===== src/rtl/billing_pkg.sv =====
// Shared types, constants and helpers for the washing-machine billing block.
package billing_pkg;

  localparam int unsigned BCD_W = 12;
  localparam logic [BCD_W-1:0] BCD_MAX = 12'h999;

  typedef enum logic [1:0] {
    ST_IDLE   = 2'd0,
    ST_RUN    = 2'd1,
    ST_WAIT   = 2'd2,
    ST_SETTLE = 2'd3
  } state_e;

  localparam logic [1:0] S_IDLE   = ST_IDLE;
  localparam logic [1:0] S_RUN    = ST_RUN;
  localparam logic [1:0] S_WAIT   = ST_WAIT;
  localparam logic [1:0] S_SETTLE = ST_SETTLE;

  localparam logic [1:0] MODE_DRY   = 2'd0;
  localparam logic [1:0] MODE_SMALL = 2'd1;
  localparam logic [1:0] MODE_MED   = 2'd2;
  localparam logic [1:0] MODE_BIG   = 2'd3;

  // Clamp every BCD digit above 9 down to 9.
  function automatic logic [BCD_W-1:0] bcd_clamp(input logic [BCD_W-1:0] v);
    logic [BCD_W-1:0] r;
    r = v;
    for (int i = 0; i < 3; i++) begin
      if (v[4*i +: 4] > 4'd9) r[4*i +: 4] = 4'd9;
    end
    return r;
  endfunction

endpackage


===== src/rtl/billing_if.sv =====
// Admin/customer-side signal bundle for the billing block.
interface billing_if;
  import billing_pkg::*;

  logic [1:0]       mode_sel;
  logic             start;
  logic             done;
  logic             pickup;
  logic [BCD_W-1:0] dy_price;
  logic [BCD_W-1:0] s_price;
  logic [BCD_W-1:0] m_price;
  logic [BCD_W-1:0] b_price;
  logic [BCD_W-1:0] setfine;
  logic             profit_load;
  logic [BCD_W-1:0] profit_in;
  logic             time_rst;
  logic [BCD_W-1:0] profit;
  logic [BCD_W-1:0] runtime;
  logic [BCD_W-1:0] charge;
  logic             busy;
  logic             paid;

  modport master (
    output mode_sel, start, done, pickup, dy_price, s_price, m_price, b_price,
           setfine, profit_load, profit_in, time_rst,
    input  profit, runtime, charge, busy, paid
  );

  modport slave (
    input  mode_sel, start, done, pickup, dy_price, s_price, m_price, b_price,
           setfine, profit_load, profit_in, time_rst,
    output profit, runtime, charge, busy, paid
  );
endinterface


===== src/rtl/bcd3_add_sat.sv =====
// Combinational 3-digit packed-BCD adder; any carry out of hundreds saturates to 999.
module bcd3_add_sat
  import billing_pkg::*;
(
  input  logic [BCD_W-1:0] a_i,
  input  logic [BCD_W-1:0] b_i,
  output logic [BCD_W-1:0] sum_o
);

  logic [4:0]       dsum;
  logic             carry;
  logic [BCD_W-1:0] raw;

  always_comb begin
    dsum  = '0;
    carry = 1'b0;
    raw   = '0;
    for (int i = 0; i < 3; i++) begin
      dsum = 5'(a_i[4*i +: 4]) + 5'(b_i[4*i +: 4]) + 5'(carry);
      if (dsum > 5'd9) begin
        raw[4*i +: 4] = 4'(dsum - 5'd10);
        carry         = 1'b1;
      end else begin
        raw[4*i +: 4] = dsum[3:0];
        carry         = 1'b0;
      end
    end
    sum_o = carry ? BCD_MAX : raw;
  end

endmodule


===== src/rtl/billing.sv =====
// Order settlement: latches the mode price, accrues overdue fines, books profit
// on pickup and keeps the BCD runtime counter.
module billing
  import billing_pkg::*;
#(
  parameter int unsigned TICK_CYCLES = 100_000_000,
  parameter int unsigned GRACE_TICKS = 10
) (
  input  logic      clk,
  input  logic      rst,
  billing_if.slave  bus
);

  localparam int unsigned PW = (TICK_CYCLES > 1) ? $clog2(TICK_CYCLES) : 1;
  localparam int unsigned OW = $clog2(GRACE_TICKS + 1);
  localparam logic [PW-1:0] PRESC_LAST = PW'(TICK_CYCLES - 1);
  localparam logic [OW-1:0] OVD_LAST   = OW'(GRACE_TICKS - 1);

  logic [1:0]       state_q, state_d;
  logic [PW-1:0]    presc_q, presc_d;
  logic [OW-1:0]    ovd_q, ovd_d;
  logic [BCD_W-1:0] charge_q, charge_d;
  logic [BCD_W-1:0] profit_q, profit_d;
  logic [BCD_W-1:0] runtime_q, runtime_d;
  logic             busy_q, busy_d;
  logic             paid_q, paid_d;

  logic             tick_c;
  logic [BCD_W-1:0] price_c;
  logic [BCD_W-1:0] profit_base_c;
  logic [BCD_W-1:0] fine_sum_c;
  logic [BCD_W-1:0] profit_sum_c;
  logic [BCD_W-1:0] runtime_sum_c;

  assign tick_c        = (presc_q == PRESC_LAST);
  // An admin write in the settle cycle replaces the base the bill is added to.
  assign profit_base_c = bus.profit_load ? bus.profit_in : profit_q;

  bcd3_add_sat u_fine_add    (.a_i(charge_q),      .b_i(bus.setfine), .sum_o(fine_sum_c));
  bcd3_add_sat u_profit_add  (.a_i(profit_base_c), .b_i(charge_q),    .sum_o(profit_sum_c));
  bcd3_add_sat u_runtime_add (.a_i(runtime_q),     .b_i(12'h001),     .sum_o(runtime_sum_c));

  always_comb begin
    price_c = bus.dy_price;
    case (bus.mode_sel)
      MODE_DRY:   price_c = bus.dy_price;
      MODE_SMALL: price_c = bus.s_price;
      MODE_MED:   price_c = bus.m_price;
      MODE_BIG:   price_c = bus.b_price;
      default:    price_c = bus.dy_price;
    endcase
  end

  // Next-state and registered-output logic.
  always_comb begin
    state_d   = state_q;
    charge_d  = charge_q;
    profit_d  = profit_q;
    runtime_d = runtime_q;
    ovd_d     = ovd_q;
    presc_d   = tick_c ? '0 : presc_q + PW'(1);

    case (state_q)
      S_IDLE: begin
        if (bus.start) begin
          charge_d = bcd_clamp(price_c);
          state_d  = S_RUN;
        end
      end
      S_RUN: begin
        if (bus.done) begin
          ovd_d   = '0;
          state_d = S_WAIT;
        end
      end
      S_WAIT: begin
        if (bus.pickup) begin
          state_d = S_SETTLE;
        end else if (tick_c) begin
          if (ovd_q == OVD_LAST) begin
            charge_d = fine_sum_c;
            ovd_d    = '0;
          end else begin
            ovd_d = ovd_q + OW'(1);
          end
        end
      end
      S_SETTLE: state_d = S_IDLE;
      default:  state_d = S_IDLE;
    endcase

    if (state_q == S_SETTLE)  profit_d = profit_sum_c;
    else if (bus.profit_load) profit_d = bus.profit_in;

    if (bus.time_rst)                     runtime_d = '0;
    else if (state_q == S_RUN && tick_c)  runtime_d = runtime_sum_c;

    busy_d = (state_d != S_IDLE);
    paid_d = (state_d == S_SETTLE);
  end

  always_ff @(posedge clk or posedge rst) begin
    if (rst) begin
      state_q   <= S_IDLE;
      presc_q   <= '0;
      ovd_q     <= '0;
      charge_q  <= '0;
      profit_q  <= '0;
      runtime_q <= '0;
      busy_q    <= 1'b0;
      paid_q    <= 1'b0;
    end else begin
      state_q   <= state_d;
      presc_q   <= presc_d;
      ovd_q     <= ovd_d;
      charge_q  <= charge_d;
      profit_q  <= profit_d;
      runtime_q <= runtime_d;
      busy_q    <= busy_d;
      paid_q    <= paid_d;
    end
  end

  assign bus.profit  = profit_q;
  assign bus.runtime = runtime_q;
  assign bus.charge  = charge_q;
  assign bus.busy    = busy_q;
  assign bus.paid    = paid_q;

endmodule


===== src/flat_wrapper.sv =====
// flat-port wrapper written by rule: the top's interface ports become plain ports
module billing_flat import billing_pkg::*;
#(
  parameter int unsigned TICK_CYCLES = 100_000_000,
  parameter int unsigned GRACE_TICKS = 10
)
  (clk, rst, bus_mode_sel, bus_start, bus_done, bus_pickup, bus_dy_price, bus_s_price, bus_m_price, bus_b_price, bus_setfine, bus_profit_load, bus_profit_in, bus_time_rst, bus_profit, bus_runtime, bus_charge, bus_busy, bus_paid);
  billing_if bus_i ();
  input  logic clk;
  input  logic rst;
  input wire logic [$bits(bus_i.mode_sel)-1:0] bus_mode_sel;
  input wire logic [$bits(bus_i.start)-1:0] bus_start;
  input wire logic [$bits(bus_i.done)-1:0] bus_done;
  input wire logic [$bits(bus_i.pickup)-1:0] bus_pickup;
  input wire logic [$bits(bus_i.dy_price)-1:0] bus_dy_price;
  input wire logic [$bits(bus_i.s_price)-1:0] bus_s_price;
  input wire logic [$bits(bus_i.m_price)-1:0] bus_m_price;
  input wire logic [$bits(bus_i.b_price)-1:0] bus_b_price;
  input wire logic [$bits(bus_i.setfine)-1:0] bus_setfine;
  input wire logic [$bits(bus_i.profit_load)-1:0] bus_profit_load;
  input wire logic [$bits(bus_i.profit_in)-1:0] bus_profit_in;
  input wire logic [$bits(bus_i.time_rst)-1:0] bus_time_rst;
  output wire logic [$bits(bus_i.profit)-1:0] bus_profit;
  output wire logic [$bits(bus_i.runtime)-1:0] bus_runtime;
  output wire logic [$bits(bus_i.charge)-1:0] bus_charge;
  output wire logic [$bits(bus_i.busy)-1:0] bus_busy;
  output wire logic [$bits(bus_i.paid)-1:0] bus_paid;
  assign bus_i.mode_sel = bus_mode_sel;
  assign bus_i.start = bus_start;
  assign bus_i.done = bus_done;
  assign bus_i.pickup = bus_pickup;
  assign bus_i.dy_price = bus_dy_price;
  assign bus_i.s_price = bus_s_price;
  assign bus_i.m_price = bus_m_price;
  assign bus_i.b_price = bus_b_price;
  assign bus_i.setfine = bus_setfine;
  assign bus_i.profit_load = bus_profit_load;
  assign bus_i.profit_in = bus_profit_in;
  assign bus_i.time_rst = bus_time_rst;
  assign bus_profit = bus_i.profit;
  assign bus_runtime = bus_i.runtime;
  assign bus_charge = bus_i.charge;
  assign bus_busy = bus_i.busy;
  assign bus_paid = bus_i.paid;
  billing #(.TICK_CYCLES(TICK_CYCLES), .GRACE_TICKS(GRACE_TICKS)) u_core (.clk(clk), .rst(rst), .bus(bus_i));
endmodule

===== config.mk =====
export PLATFORM = sky130hd
export DESIGN_NAME = billing_flat
export DESIGN_NICKNAME = d
export VERILOG_FILES = /design/src/rtl/billing_pkg.sv /design/src/rtl/billing_if.sv /design/src/rtl/bcd3_add_sat.sv /design/src/rtl/billing.sv /design/src/flat_wrapper.sv
export SDC_FILE = /design/constraint.sdc
export NUM_CORES = 1
export LEC_CHECK = 0
export ABC_AREA = 1
export ABC_CLOCK_PERIOD_IN_PS = 13900
export CORE_AREA = 2 2 148 150
export DETAILED_ROUTE_END_ITERATION = 8
export DIE_AREA = 0 0 150 152
export GPL_ROUTABILITY_DRIVEN = 1
export SLEW_MARGIN = 20
export SYNTH_ARGS = -nofsm -noshare
export SYNTH_HDL_FRONTEND = slang
export SYNTH_HIERARCHICAL = 1
export SYNTH_SLANG_ARGS = --single-unit

===== constraint.sdc =====
create_clock -name clk -period 13.9 [get_ports clk]
set_input_delay 2.78 -clock clk [delete_from_list [all_inputs] [get_ports clk]]
set_output_delay 2.78 -clock clk [all_outputs]
set_load 0.01 [all_outputs]

# Yosys cells after proc, flatten, opt, wreduce, memory -nomap -nowiden
# Cells that the tools add are included.
[word_totals]
regBits = 71
input_bits = 81
output_inout_bits = 38
elab_cells = 111
[classes]
add_sub_neg = 24
magnitude_cmp = 12
eq_ne = 14
n_mux = 44
reduce_logical = 9
[op_table]
columns = ["op", "count"]
rows = [
  ["two-way mux 12 bit", 11],
  ["two-way mux 4 bit", 16],
  ["one-hot mux 12 bit (4 select lines)", 1],
  ["greater-than comparator 5 x 4 -> 1 bit, second input constant", 9],
  ["subtractor 4 bit, second input constant", 9],
  ["adder 4 x 4 -> 5 bit", 6],
  ["adder 27 x 1 -> 27 bit, second input constant", 1],
  ["equality test 27 bit, second input constant", 1],
  ["two-way mux 27 bit", 1],
  ["one-hot mux 12 bit (2 select lines)", 1],
  ["adder 5 x 1 -> 5 bit", 4],
  ["greater-than comparator 4 bit, second input constant", 3],
  ["adder 4 x 1 -> 5 bit", 2],
  ["equality test 2 bit, second input constant", 5],
  ["two-way mux 1 bit", 9],
  ["one-hot mux 2 bit (4 select lines)", 1],
  ["one-hot mux 4 bit (2 select lines)", 1],
  ["nonzero test 2 bit", 4],
  ["two-way mux 2 bit", 3],
  ["inequality test 2 bit, second input constant", 3],
  ["adder 4 x 1 -> 5 bit, second input constant", 1],
  ["AND reduction 5 bit", 1],
  ["adder 4 x 1 -> 4 bit, second input constant", 1],
  ["equality test 2 x 1 -> 1 bit, second input constant", 2],
  ["other kinds (5)", 7],
]

# Logic depth before layout (Yosys ltp)
[depth]
ltp_word = 14
depth_mapped = 30
mapped_depth_nobuf = 30

# Modules after synthesis
# The synthesis kept the hierarchy.
[by_module_without_submodules]
columns = ["mod", "instances", "cells_per_inst", "area_per_inst_um2", "seq_area_each_um2"]
rows = [
  ["billing", 1, 541, 4172.8, 1776.7],
  ["bcd3_add_sat at u_core.u_fine_add", 1, 110, 710.7, 0.0],
  ["bcd3_add_sat at u_core.u_profit_add", 1, 111, 709.4, 0.0],
  ["bcd3_add_sat at u_core.u_runtime_add", 1, 111, 704.4, 0.0],
]

# Worst setup path before layout
# Ideal clock, no wire load.
[synth_path]
path_type = "input-to-reg"
from = "input port bus_profit_load"
to = "register u_core.profit_q[0] (netlist: u_core/bus.profit[0])"
setup_time_ns = 0.125
t_arrival_ns = 6.935
required_ns = 13.775
path_slack_ns = 6.840
cell_stages = 25
path_buffers = 1
path_cell_list = "buf_2 -> mux2_2 -> ha_1 -> or2_1 -> nand3_1 -> nand3_1 -> nand2_2 -> inv_1 -> fa_1 -> inv_1 -> fa_1 -> inv_1 -> nand2_4 -> nand3_4 -> nand2_1 -> inv_1 -> fa_1 -> inv_1 -> fa_1 -> xnor2_1 -> nand2_1 -> nand3_2 -> nand2_4 -> or2_1 -> mux2_2"
[synth_between]
elab_chain_cells = 12
word_cells_on_any_way = 16
cone_classes = "add/sub (6); order compare (3); mux (7)"
[synth_lines]
columns = ["element", "line_no", "text"]
rows = [
  ["start: declaration", "flat_wrapper.sv:20", "input wire logic [$bits(bus_i.profit_load)-1:0] bus_profit_load;"],
  ["two-way mux 12 bit *", "--", ""],
  ["via u_core.profit_base_c[2]", "billing.sv:30", "logic [BCD_W-1:0] profit_base_c;"],
  ["adder 4 x 4 -> 5 bit *", "bcd3_add_sat.sv:19", "dsum = 5'(a_i[4*i +: 4]) + 5'(b_i[4*i +: 4]) + 5'(carry);"],
  ["greater-than comparator 5 x 4 -> 1 bit *", "bcd3_add_sat.sv:20", "if (dsum > 5'd9) begin"],
  ["two-way mux 1 bit", "bcd3_add_sat.sv:20", ""],
  ["adder 5 x 1 -> 5 bit", "bcd3_add_sat.sv:19", ""],
  ["greater-than comparator 5 x 4 -> 1 bit", "bcd3_add_sat.sv:20", ""],
  ["two-way mux 1 bit", "bcd3_add_sat.sv:20", ""],
  ["adder 5 x 1 -> 5 bit", "bcd3_add_sat.sv:19", ""],
  ["greater-than comparator 5 x 4 -> 1 bit", "bcd3_add_sat.sv:20", ""],
  ["two-way mux 1 bit", "bcd3_add_sat.sv:20", ""],
  ["two-way mux 12 bit *", "bcd3_add_sat.sv:28", "sum_o = carry ? BCD_MAX : raw;"],
  ["via u_core.profit_sum_c[0]", "billing.sv:32", "logic [BCD_W-1:0] profit_sum_c;"],
  ["two-way mux 12 bit *", "billing.sv:92", "if (state_q == S_SETTLE) profit_d = profit_sum_c;"],
  ["via u_core.profit_d[0]", "billing.sv:23", "logic [BCD_W-1:0] profit_q, profit_d;"],
  ["end signal: assignment", "billing.sv:117", "profit_q <= profit_d;"],
  ["end: declaration", "billing.sv:23", ""],
]
# Mark *: on every way through the listed nets, which the timed path passes. The rest lies on a longest branch.
# A chain may end at the register's enable or synchronous reset.

# Worst setup path after layout
[layout_path]
from = "input port bus_profit_load"
to = "register u_core.profit_q[0] (netlist: u_core/bus.profit[0])"
[layout_between]
elab_chain_cells = 12
word_cells_on_any_way = 16
cone_classes = "add/sub (6); order compare (3); mux (7)"
[layout_lines]
columns = ["element", "line_no"]
rows = [
  ["two-way mux 12 bit *", "--"],
  ["via u_core.profit_base_c[0]", "billing.sv:30"],
  ["adder 4 x 4 -> 5 bit *", "bcd3_add_sat.sv:19"],
  ["greater-than comparator 5 x 4 -> 1 bit", "bcd3_add_sat.sv:20"],
  ["two-way mux 1 bit", "bcd3_add_sat.sv:20"],
  ["adder 5 x 1 -> 5 bit", "bcd3_add_sat.sv:19"],
  ["greater-than comparator 5 x 4 -> 1 bit", "bcd3_add_sat.sv:20"],
  ["two-way mux 1 bit", "bcd3_add_sat.sv:20"],
  ["adder 5 x 1 -> 5 bit", "bcd3_add_sat.sv:19"],
  ["greater-than comparator 5 x 4 -> 1 bit", "bcd3_add_sat.sv:20"],
  ["two-way mux 1 bit", "bcd3_add_sat.sv:20"],
  ["two-way mux 12 bit *", "bcd3_add_sat.sv:28"],
  ["via u_core.profit_sum_c[0]", "billing.sv:32"],
  ["two-way mux 12 bit *", "billing.sv:92"],
  ["via u_core.profit_d[0]", "billing.sv:23"],
]
# Marked as above.

==> impl_metrics.json <==
{
  "ant_nets": 0,
  "die_area_um2": 22800,
  "r2r_slack_ps": 8840,
  "remaining_drc_errors": 0,
  "viasPerCell": 4.50,
  "startpoint": "bus_profit_load",
  "yosysUniqueCellTypes": 42,
  "grt_max_degree": 72,
  "design_area_um2": 8060,
  "ir_drop_mv": 0.0721,
  "endpoint_kind": "flop",
  "min_from": "u_core/presc_q[0]$_DFF_PP0_",
  "cp-start-kind": "primary input",
  "firstDrtPassIters": 4,
  "hold_class": "flop to flop",
  "fin_tns_setup_ps": 0,
  "synth_area_um2": 6300,
  "cts_tree": "done",
  "stdcell_count": 1287,
  "total_leakage_power_nw": 4.03,
  "arrival_ps": 8160,
  "tightest_slew_ps": 922,
  "power_density_nw_per_um2": 166,
  "numPlacedInstances": 1269,
  "clkTransAtPathRegs_ps": 60,
  "path_max_fanout": 12,
  "status": "finished, final reports clean",
  "skew_ps": 9.73,
  "antenna_found_initial": 1,
  "initial_core_util": 0.295,
  "whs_ps": 525,
  "worstPathRequired_ps": 14130,
  "final_nets": 1135,
  "cts_max_path_buffers": 2,
  "final_util": 0.377,
  "numCtsBuffers": 9,
  "ys_seq_area_frac": 0.282,
  "fin_crit_ps": 7930,
  "globalplace.congestion": 0.857,
  "ys.flop_type": "dfrtp_1",
  "first_iter_violations": 243,
  "grt_pass1_vias": 5616,
  "place_area_um2": 7780,
  "clock_sinks": 71,
  "maxCapViolations": 0,
  "report.final.setup_viol": 0,
  "synth_edf_count": 0,
  "io_buffers": 118,
  "fin_crit_sh": 0.570,
  "clk_latency_ps": 350,
  "grt_use_total": 0.148,
  "ys_warn_count": 6,
  "post_cts_buffers": 0,
  "fillCellCount": 2272,
  "die_w_um": 150,
  "overflow": 0,
  "maxSlewViolCount": 0,
  "ys_async_sr_fraction": 1.00,
  "core_um2": 21400,
  "wirelength_um": 16200,
  "syn_inst": 873,
  "r2r-start": "u_core/bus.charge[0]$_DFFE_PP0P_",
  "cts_hold_buf": 0,
  "path_class": "primary input to flop",
  "slew_headroom": 0.386,
  "layout_setup_ws_ps": 5970,
  "cts_resized": 0,
  "die_y_um": 152,
  "num_vias": 5797,
  "synth_seq_cells": 71,
  "synth_area_per_cell_um2": 7.21,
  "rsz0062_at_grt": "false",
  "wl_per_cell_um": 12.6,
  "post-dp-hpwl_um": 13100,
  "drive_above_1_share": 0.106,
  "h-tree-depth": 3,
  "row_count": 54,
  "boundaryPins": 119,
  "syn2layout_area_growth_pct": 27.9,
  "total_power_mw": 1.34,
  "final_hold_viol_count": 0,
  "pre_cts_ws_ps": 5580,
  "fmax_mhz": 126,
  "grt_pass1_wl_um": 27200,
  "cts_root_buf": "clkbuf_16"
}
per-layer routing:
layer | up-vias | routed length (um) | track usage | part of all wire
met2 | 116 | 8160 | 0.265 | 0.50
li1 | 3016 | - | - | -
met4 | 0 | 145 | 0.0296 | 0.0090
met5 | - | 0 | 0 | 0
met3 | 9 | 1050 | 0.0456 | 0.065
met1 | 2656 | 6850 | 0.173 | 0.42
layout make-up:
| class | instances | area [um2] | share of cell area |
|---|---|---|---|
| multi-input combinational | 678 | 4000 | 0.497 |
| antenna | 2 | 5.00 | 0.000621 |
| clock inverter | 7 | 47.5 | 0.00590 |
| clock buffer | 9 | 225 | 0.0280 |
| tap | 280 | 350 | 0.0435 |
| timing repair buffer | 119 | 1190 | 0.148 |
| inverter | 121 | 462 | 0.0573 |
| sequential | 71 | 1780 | 0.221 |
flip-flops by register name, indices dropped and copies added, names as in the netlist:
| register | flops |
|---|---|
| u_core/state_q | 2 |
| u_core/bus.busy | 1 |
| u_core/bus.profit | 12 |
| u_core/presc_q | 27 |
| u_core/ovd_q | 4 |
| u_core/bus.paid | 1 |
| u_core/bus.runtime | 12 |
| u_core/bus.charge | 12 |
layout by cell type (no fill, tap or decap), types with 3 or more instances in the layout:
cell and instances:
clkinv_2 3, nor3_1 11, inv_2 7, a21oi_2 3
or2_1 6, nand3_4 3, nand4_1 21, nor2_2 9
clkbuf_16 9, inv_1 111, a21o_1 4, nand2_4 6
ha_1 39, a21boi_1 3, nand2_1 235, nand3_1 86
inv_4 3, nor3b_1 3, or2_2 7, fa_1 15
nor2_1 99, dfrtp_1 71, nor2_4 4, mux2_2 24
clkdlybuf4s50_1 118, a21oi_1 18, xnor2_1 8, nand3_2 7
xor2_1 13, o21ai_1 10, conb_1 15, nand2_2 12
xnor2_2 3, o21ai_0 8
worst max-delay path, stage by stage:
cell	delay, ps
clkdlybuf4s50_1	880
mux2_2	420
ha_1	230
inv_1	70
fa_1	450
nand3_1	130
nand3_1	110
nand2_2	110
inv_1	60
fa_1	370
inv_1	90
fa_1	410
inv_1	160
nand2_4	80
nand3_4	110
nand2_1	70
inv_1	70
fa_1	150
inv_1	60
fa_1	390
xnor2_1	230
nand2_1	90
nand3_2	100
nand2_4	70
or2_1	200
mux2_2	250
cell usage after synthesis, types with 4 or more instances:
cell type	count	share of area
nand3_1	86	0.068
o21ai_0	8	0.0064
xnor2_1	8	0.011
inv_2	6	0.0036
nor2_1	99	0.059
mux2_2	24	0.043
nand3_2	7	0.011
nand4_1	21	0.021
nand2_4	6	0.011
inv_1	112	0.067
ha_1	39	0.077
a21o_1	4	0.0048
clkbuf_1	4	0.0024
dfrtp_1	71	0.28
nor2_4	4	0.0072
or2_2	7	0.0070
nor3_1	11	0.0087
buf_6	5	0.0089
xor2_1	13	0.018
fa_1	15	0.048
nand2_1	235	0.14
a21oi_1	18	0.014
o21ai_1	10	0.0079
nor2_2	9	0.0089
nand2_2	12	0.012
buf_2	5	0.0040
or2_1	6	0.0060
cell families after synthesis:
group                    synth area share
AO/OA/AOI/OAI                      0.0473
XOR/XNOR                           0.0370
AND/OR/NAND/NOR                     0.374
multiplexers                       0.0429
adder cells (fa/ha/maj)             0.125
flip-flops                          0.282
buffers and inverters              0.0904
other                             0.00119
power breakdown:
group          leakage, nW  switching, mW  internal (mW)  total (mW)
logic                 2.97          0.481          0.351       0.832
registers            0.928         0.0438          0.248       0.292
clock network        0.132         0.0948          0.121       0.215
total                 4.03          0.619          0.719        1.34
worst paths after layout:
path	to	depth (start not counted)
max in group asynchronous	u_core/presc_q[21]$_DFF_PP0_	3
min in group asynchronous	u_core/bus.busy$_DFF_PP0_	3
setup reg to reg	u_core/bus.charge[0]$_DFFE_PP0P_	27
hold reg to reg	u_core/presc_q[0]$_DFF_PP0_	1
hold / removal	u_core/presc_q[0]$_DFF_PP0_	1
setup / recovery	u_core/bus.profit[0]$_DFF_PP0_	26
Note: power is estimated with default switching activity, not from simulation.
